`src/rtl/spi_reg_controller.sv`:
```
// SPI mode-0 master issuing one 16-bit register read/write frame per request.
// Frame = {rw, addr[6:0], data[7:0]}, MSB first; read data is taken from the last 8 bits shifted in.
module spi_reg_controller #(
  parameter int DIV = 4
) (
  input  logic       clk,
  input  logic       rst_n,
  input  logic       start,
  input  logic       rw,
  input  logic [6:0] addr,
  input  logic [7:0] wdata,
  output logic       busy,
  output logic       done,
  output logic [7:0] rdata,
  output logic       sclk,
  output logic       cs_n,
  output logic       mosi,
  input  logic       miso
);

  typedef enum logic [2:0] {IDLE, LEAD, SHIFT, TRAIL, GAP} state_t;

  localparam logic [7:0] DIV_M1 = 8'(DIV - 1);

  state_t      state;
  logic [7:0]  cnt;
  logic [4:0]  bitcnt;
  logic [14:0] tx;
  logic [7:0]  rx;
  logic        rw_q;

  always_ff @(posedge clk or negedge rst_n) begin
    if (!rst_n) begin
      state  <= IDLE;
      cnt    <= '0;
      bitcnt <= '0;
      tx     <= '0;
      rx     <= '0;
      rw_q   <= 1'b0;
      busy   <= 1'b0;
      done   <= 1'b0;
      rdata  <= '0;
      sclk   <= 1'b0;
      cs_n   <= 1'b1;
      mosi   <= 1'b0;
    end else begin
      done <= 1'b0;
      case (state)
        IDLE: begin
          if (start) begin
            tx     <= {addr, (rw ? wdata : 8'h00)};
            rw_q   <= rw;
            mosi   <= rw;
            cs_n   <= 1'b0;
            busy   <= 1'b1;
            cnt    <= DIV_M1;
            bitcnt <= '0;
            state  <= LEAD;
          end
        end
        LEAD: begin
          if (cnt == 8'd0) begin
            cnt    <= DIV_M1;
            sclk   <= 1'b1;
            rx     <= {rx[6:0], miso};
            bitcnt <= bitcnt + 5'd1;
            state  <= SHIFT;
          end else begin
            cnt <= cnt - 8'd1;
          end
        end
        SHIFT: begin
          if (cnt == 8'd0) begin
            cnt <= DIV_M1;
            if (sclk) begin
              // falling edge: present the next bit, or finish after the 16th
              sclk <= 1'b0;
              if (bitcnt == 5'd16) begin
                mosi  <= 1'b0;
                state <= TRAIL;
              end else begin
                mosi <= tx[14];
                tx   <= {tx[13:0], 1'b0};
              end
            end else begin
              sclk   <= 1'b1;
              rx     <= {rx[6:0], miso};
              bitcnt <= bitcnt + 5'd1;
            end
          end else begin
            cnt <= cnt - 8'd1;
          end
        end
        TRAIL: begin
          if (cnt == 8'd0) begin
            cnt   <= DIV_M1;
            cs_n  <= 1'b1;
            done  <= 1'b1;
            if (!rw_q) rdata <= rx;
            state <= GAP;
          end else begin
            cnt <= cnt - 8'd1;
          end
        end
        GAP: begin
          if (cnt == 8'd0) begin
            busy  <= 1'b0;
            state <= IDLE;
          end else begin
            cnt <= cnt - 8'd1;
          end
        end
        default: state <= IDLE;
      endcase
    end
  end

endmodule

```
`config.mk`:
```
export PLATFORM = sky130hd
export DESIGN_NAME = spi_reg_controller
export DESIGN_NICKNAME = d
export VERILOG_FILES = /design/src/rtl/spi_reg_controller.sv
export SDC_FILE = /design/constraint.sdc
export NUM_CORES = 1
export LEC_CHECK = 0
export BUFFER_PORTS_ARGS = -buffer_cell sky130_fd_sc_hd__buf_2
export CORE_ASPECT_RATIO = 0.9
export CORE_MARGIN = 1
export CORE_UTILIZATION = 57
export CTS_CLUSTER_SIZE = 24
export DETAILED_ROUTE_END_ITERATION = 6
export MAX_ROUTING_LAYER = met4
export PLACE_DENSITY = 0.79
export SLEW_MARGIN = 0
export SYNTH_ARGS = -nofsm -noshare
export SYNTH_HDL_FRONTEND = slang
export SYNTH_SLANG_ARGS = --single-unit
```
`constraint.sdc`:
```
create_clock -name clk -period 3 [get_ports clk]
set_clock_uncertainty 0.2 [all_clocks]
set_input_delay 0.75 -clock clk [delete_from_list [all_inputs] [get_ports clk]]
set_output_delay 0.75 -clock clk [all_outputs]
set_load 0.05 [all_outputs]
```
# After elaboration in Yosys (flattened, before gate mapping)
# Index checks and enable logic that the tools add are counted.
[totals] ff_bits=53 input_bits=20 wordCells=93
[op_classes] add_sub_neg=2 eq_ne=15 mux=43 n_bitwise=1 n_reduce_logical=20
[op_table] op="15-bit 2-to-1 mux" count=4
[op_table] op="8-bit 2-to-1 mux" count=7
[op_table] op="15-bit one-hot mux with 2 select lines" count=1
[op_table] op="8-bit one-hot mux with 3 select lines" count=1
[op_table] op="3-bit 2-to-1 mux" count=7
[op_table] op="5-bit 2-to-1 mux" count=4
[op_table] op="2-bit inequality test (second input constant)" count=10
[op_table] op="8-bit one-hot mux with 2 select lines" count=1
[op_table] op="3-bit one-hot mux with 5 select lines" count=1
[op_table] op="5-bit one-hot mux with 3 select lines" count=1
[op_table] op="3-bit AND reduction" count=5
[op_table] op="1-bit 2-to-1 mux" count=12
[op_table] op="5-bit AND reduction" count=2
[op_table] op="8-bit logical NOT" count=1
[op_table] op="1-bit one-hot mux with 2 select lines" count=4
[op_table] op="4-bit AND reduction" count=2
[op_table] op="2-bit nonzero test" count=4
[op_table] op="8-bit by 1-bit subtractor with 8-bit output (second input constant)" count=1
[op_table] op="7-bit AND reduction" count=1
[op_table] op="3-bit by 2-bit == test with 1-bit output (second input constant)" count=2
[op_table] op="3-bit nonzero test" count=2
[op_table] op="5-bit by 1-bit adder with 5-bit output (second input constant)" count=1
[op_table] op="5-bit == test (second input constant)" count=1
[op_table] op="3-bit by 1-bit == test with 1-bit output (second input constant)" count=1
[op_table] op="5 further kinds" count=5

# Longest topological paths before layout
[depth] word_depth=5 depth_mapped=9 mapped_depth_nobuf=7

# Least setup slack after synthesis
# No wires, ideal clock.
[synth_path] path_type="flip-flop to flip-flop" start="reg cnt[0]" end="reg cnt[5]" arrival_time_ns=2.028 t_required_ns=2.722 slack_ns=0.694 stages_incl_launch_ff=8 period_less_slack_ns=2.306 cell_sequence="dfrtp_1 inv_1 ha_1 nor3b_2 a2111oi_2 o21ai_1 or4_1 a21oi_1"
[synth_via] elab_chain_len=3 elab_cells_between_ends=7 cone_classes="1 x add/sub; 1 x eq/ne; 3 x mux; 2 x reduce/logical"
[synth_lines] element="start, declared" line_no="26" text="logic [7:0] cnt;"
[synth_lines] element="start signal, assigned" line_no="69" text="cnt <= cnt - 8'd1;"
[synth_lines] element="start signal, assigned" line_no="91" text="cnt <= cnt - 8'd1;"
[synth_lines] element="start signal, assigned" line_no="102" text="cnt <= cnt - 8'd1;"
[synth_lines] element="8-bit by 1-bit subtractor with 8-bit output or 8-bit logical NOT (tied branches)"
[synth_lines] element="8-bit 2-to-1 mux, or another cell as far along" line_no="106" text="if (cnt == 8'd0) begin"
[synth_lines] element="8-bit one-hot mux with 3 select lines or 3-bit AND reduction (tied branches)"
# Several ways; a longest one is shown, not always the timed one. The select of a mux whose other input is x is not followed.
# A chain may end at the register's enable or synchronous reset.

# Worst setup path after layout
[layout_path] start="reg cnt[0]" end="reg rdata[4]"
[layout_via] elab_chain_len=2
[layout_lines] element="8-bit logical NOT" line_no="95" text="if (cnt == 8'd0) begin"
[layout_lines] element="3-bit AND reduction (no source line)"
[layout_lines] element="end signal, assigned" line_no="99" text="if (!rw_q) rdata <= rx;"
[layout_lines] element="end, declared" line_no="14" text="output logic [7:0] rdata,"
# Every way passes these cells.

==> metrics.yaml <==
yosys:
  synth-compound-area-share: 0.1176
  synth-async-reset-ratio: 1.000
  synth_top_family_by_area: "simple AND/OR/NAND/NOR gates"
  synth_top_cell_by_area: "dfrtp_1"
  seq_area_frac_synth: 0.5245
  yosys-top-cells-area: "dfrtp_1 51%, mux2_4 4.7%, nand2_1 4.6%"
  muxShareOfSynthArea: 0.09590
  ys.flop_type: "dfrtp_1"
  yosys_warnings: 0
  yosys.area.top_type_share: 0.5141
  synth.avg_cell_area_um2: 10.29
  synth_xor_area_frac: 0.02768
  synthDistinctLibCells: 45
  ys_ff_latch: 53
  synth_edf_count: 0
  syn_nets: 269
  synth_area_um2: 2531
  synth_fa_ha_area_frac: 0.01483
  yosys.area_share.simple: 0.1829
  synth_cells: 246
timing:
  fmax_mhz: 411.3
  min_period_over_period: 0.8104
  relSlewSlack: 0.5852
  finalWorstSetupSlack_ps: 568.7
  maxSlewViolCount: 0
  whs_ps: 305.1
  final_hold_viol_count: 0
  period_minus_slack_ps: 2431
  finalSetupViolCount: 0
  tns_ps: 0
  rsz0062_at_grt: "false"
  worst_pin_slew_ps: 622.2
power_and_ir_drop:
  pwr-share-comb: 0.316
  vdd_drop_max_v: 0.0004528
  power.density_nw_per_um2: 817.7
  swShare: 0.3692
  pwr-share-seq: 0.505
  power.switching_mw: 0.8604
  power.total_mw: 2.331
  internal_power_mw: 1.470
  p_leak_nw: 1.363
  p_clk_frac: 0.179
outcome:
  status: "complete, no violations"
cells_and_area:
  fin_area_um2: 2850
  nNetsFinal: 301
  n_fill_cell: 317
  multiInputGateArea_um2: 1111
  layout_commonest_cell: "dfrtp_1"
  synthToLayoutAreaGrowth_pct: 12.60
  drive_above_1_share: 0.2330
  fin_util: 0.6857
  stdcell_count: 339
  diodes: 0
  regArea_um2: 1328
  layout_common_cells: "52 x dfrtp_1, 32 x buf_2, 31 x nand2_1, 30 x nor2_1, 17 x a31oi_1"
worst_setup_path:
  crit_type: "reg2reg"
  critPathBufInv: 1
  cp_slowest_stage_delay_ps: 630
  r2r_cells: 6
  reg2reg_to: "rdata[4]"
  crit_arrival_ps: 2420
  r2r_slack_ps: 570
  critPathMaxFanout: 8
  critPathRequiredTime_ps: 2990
  slowest_stage: "or4_4"
  cp-end-kind: "register"
  crit_family: "simple AND/OR/NAND/NOR gates"
  path_cells: "inv_1, ha_1, nor3b_2, nand2_2, or4_4, mux2_4"
  start_kind: "register"
  r2r_start: "cnt[0]"
cts:
  clockBufferDepth: 2
  cts_made_buffers: 5
  cts-resized-gates: 0
  cts_tree: "built"
  cts_sinks: 53
  post_cts_buffers: 0
  cts_root_buf: "clkbuf_8"
  htree_levels: 2
  clk_latency_ps: 300
  cts-hold-fix-buffers: 0
  path_clk_slew_ps: 80
placed_design:
  port_buffers: 32
  hpwlAfterDp_mm: 3.233
  finalWeightedCongestion: 0.8143
  place_inst: 331
  place_area_um2: 2749
  dp_worst_setup_slack_ps: 504.1
min_path:
  hold_end: "rx[7]"
  hold_start: "rx[7]"
  hold_class: "reg2reg"
  min_path_cells: 1
die:
  io-pin-count: 33
  start_util: 0.6090
  rows: 22
  dieHeight_um: 65.22
  dieArea_um2: 4711
  core_um2: 4156
  fp.dieW_um: 72.24
drt:
  viasPerCell: 5.428
  drcViolationCount: 0
  drt_iter0_drc: 101
  wirelength_mm: 4.577
  vias: 1840
  drt_first_pass_iters: 4
  wl_per_cell_um: 13.50
  ant_nets: 0
grt:
  grt_pass1_vias: 1717
  grt_max_degree: 54
  grt_antenna_before_repair: 0
  grt_pass1_wl_mm: 7.935
  grt_use_total: 0.2257
  gr-total-overflow: 0
run:
  maxCapViolCount: 0
cell type report:
class	count	area share
flip-flops and latches	53	0.4658
multi-input cells	172	0.3898
repair buffers	38	0.07199
clock buffers	7	0.03380
well taps	60	0.02634
inverters	8	0.01054
clock inverters	1	0.001756
per-layer routing:
layer / GRT usage / vias to the layer above / share of wire
met1: 0.3183 / 865 / 0.50
met3: 0.04294 / 5 / 0.044
li1: - / 923 / -
met5: - / - / 0
met2: 0.3306 / 47 / 0.45
met4: 0.07598 / 0 / 0.011
worst register-to-register path, delay by kind of cell, from the launching register on:
kind                     cells  cell delay (ps)
adder cells (fa/ha/maj)      1              190
buffers and inverters        1               70
flip-flops                   1              420
multiplexers                 1              340
AND/OR/NAND/NOR              3             1110
sequential cells by signal, summed over array words and instances, names as in the netlist:
name	cells
rdata	8
rx	8
done	1
busy	1
cs_n	1
rw_q	1
bitcnt	5
sclk	1
state	3
cnt	8
mosi	1
tx	15
power by group through the flow:
stage / logic (mW) / clock network (mW) / registers (mW)
floorplan: 0.514 / 0 / 1.21
global placement: 0.715 / 0 / 1.18
detailed placement: 0.740 / 0 / 1.19
CTS: 0.742 / 0.432 / 1.17
global route: 0.842 / 0.456 / 1.21
finish: 0.735 / 0.418 / 1.18
worst max path at each step:
stage / startpoint / endpoint / cells past startpoint
global route: cnt[0] / rdata[6] / 6
floorplan: cnt[0] / cnt[5] / 7
detailed placement: start / tx[9] / 7
CTS: cnt[0] / rdata[4] / 6
global placement: start / tx[10] / 7
finish: cnt[0] / rdata[4] / 6
cell usage after synthesis (all sizes together), types with 5 or more instances:
library cell,n
a31oi,17
buf,6
clkbuf,7
dfrtp,52
inv,8
mux2,18
nand2,32
nand3,13
nor2,30
nor3,5
o21ai,13
xor2,5
cells by family (layout without fill, tap and decap cells):
| family | after synthesis | count (layout) |
|---|---|---|
| and+or+nand+nor | 96 | 96 |
| AOI/OAI and AO/OA | 46 | 46 |
| DFF | 53 | 53 |
| xor gates and xnor gates | 8 | 8 |
| adders and majority gates | 3 | 3 |
| muxes | 19 | 19 |
| buffers and inverters | 21 | 54 |
(Power assumes the default switching activity.)
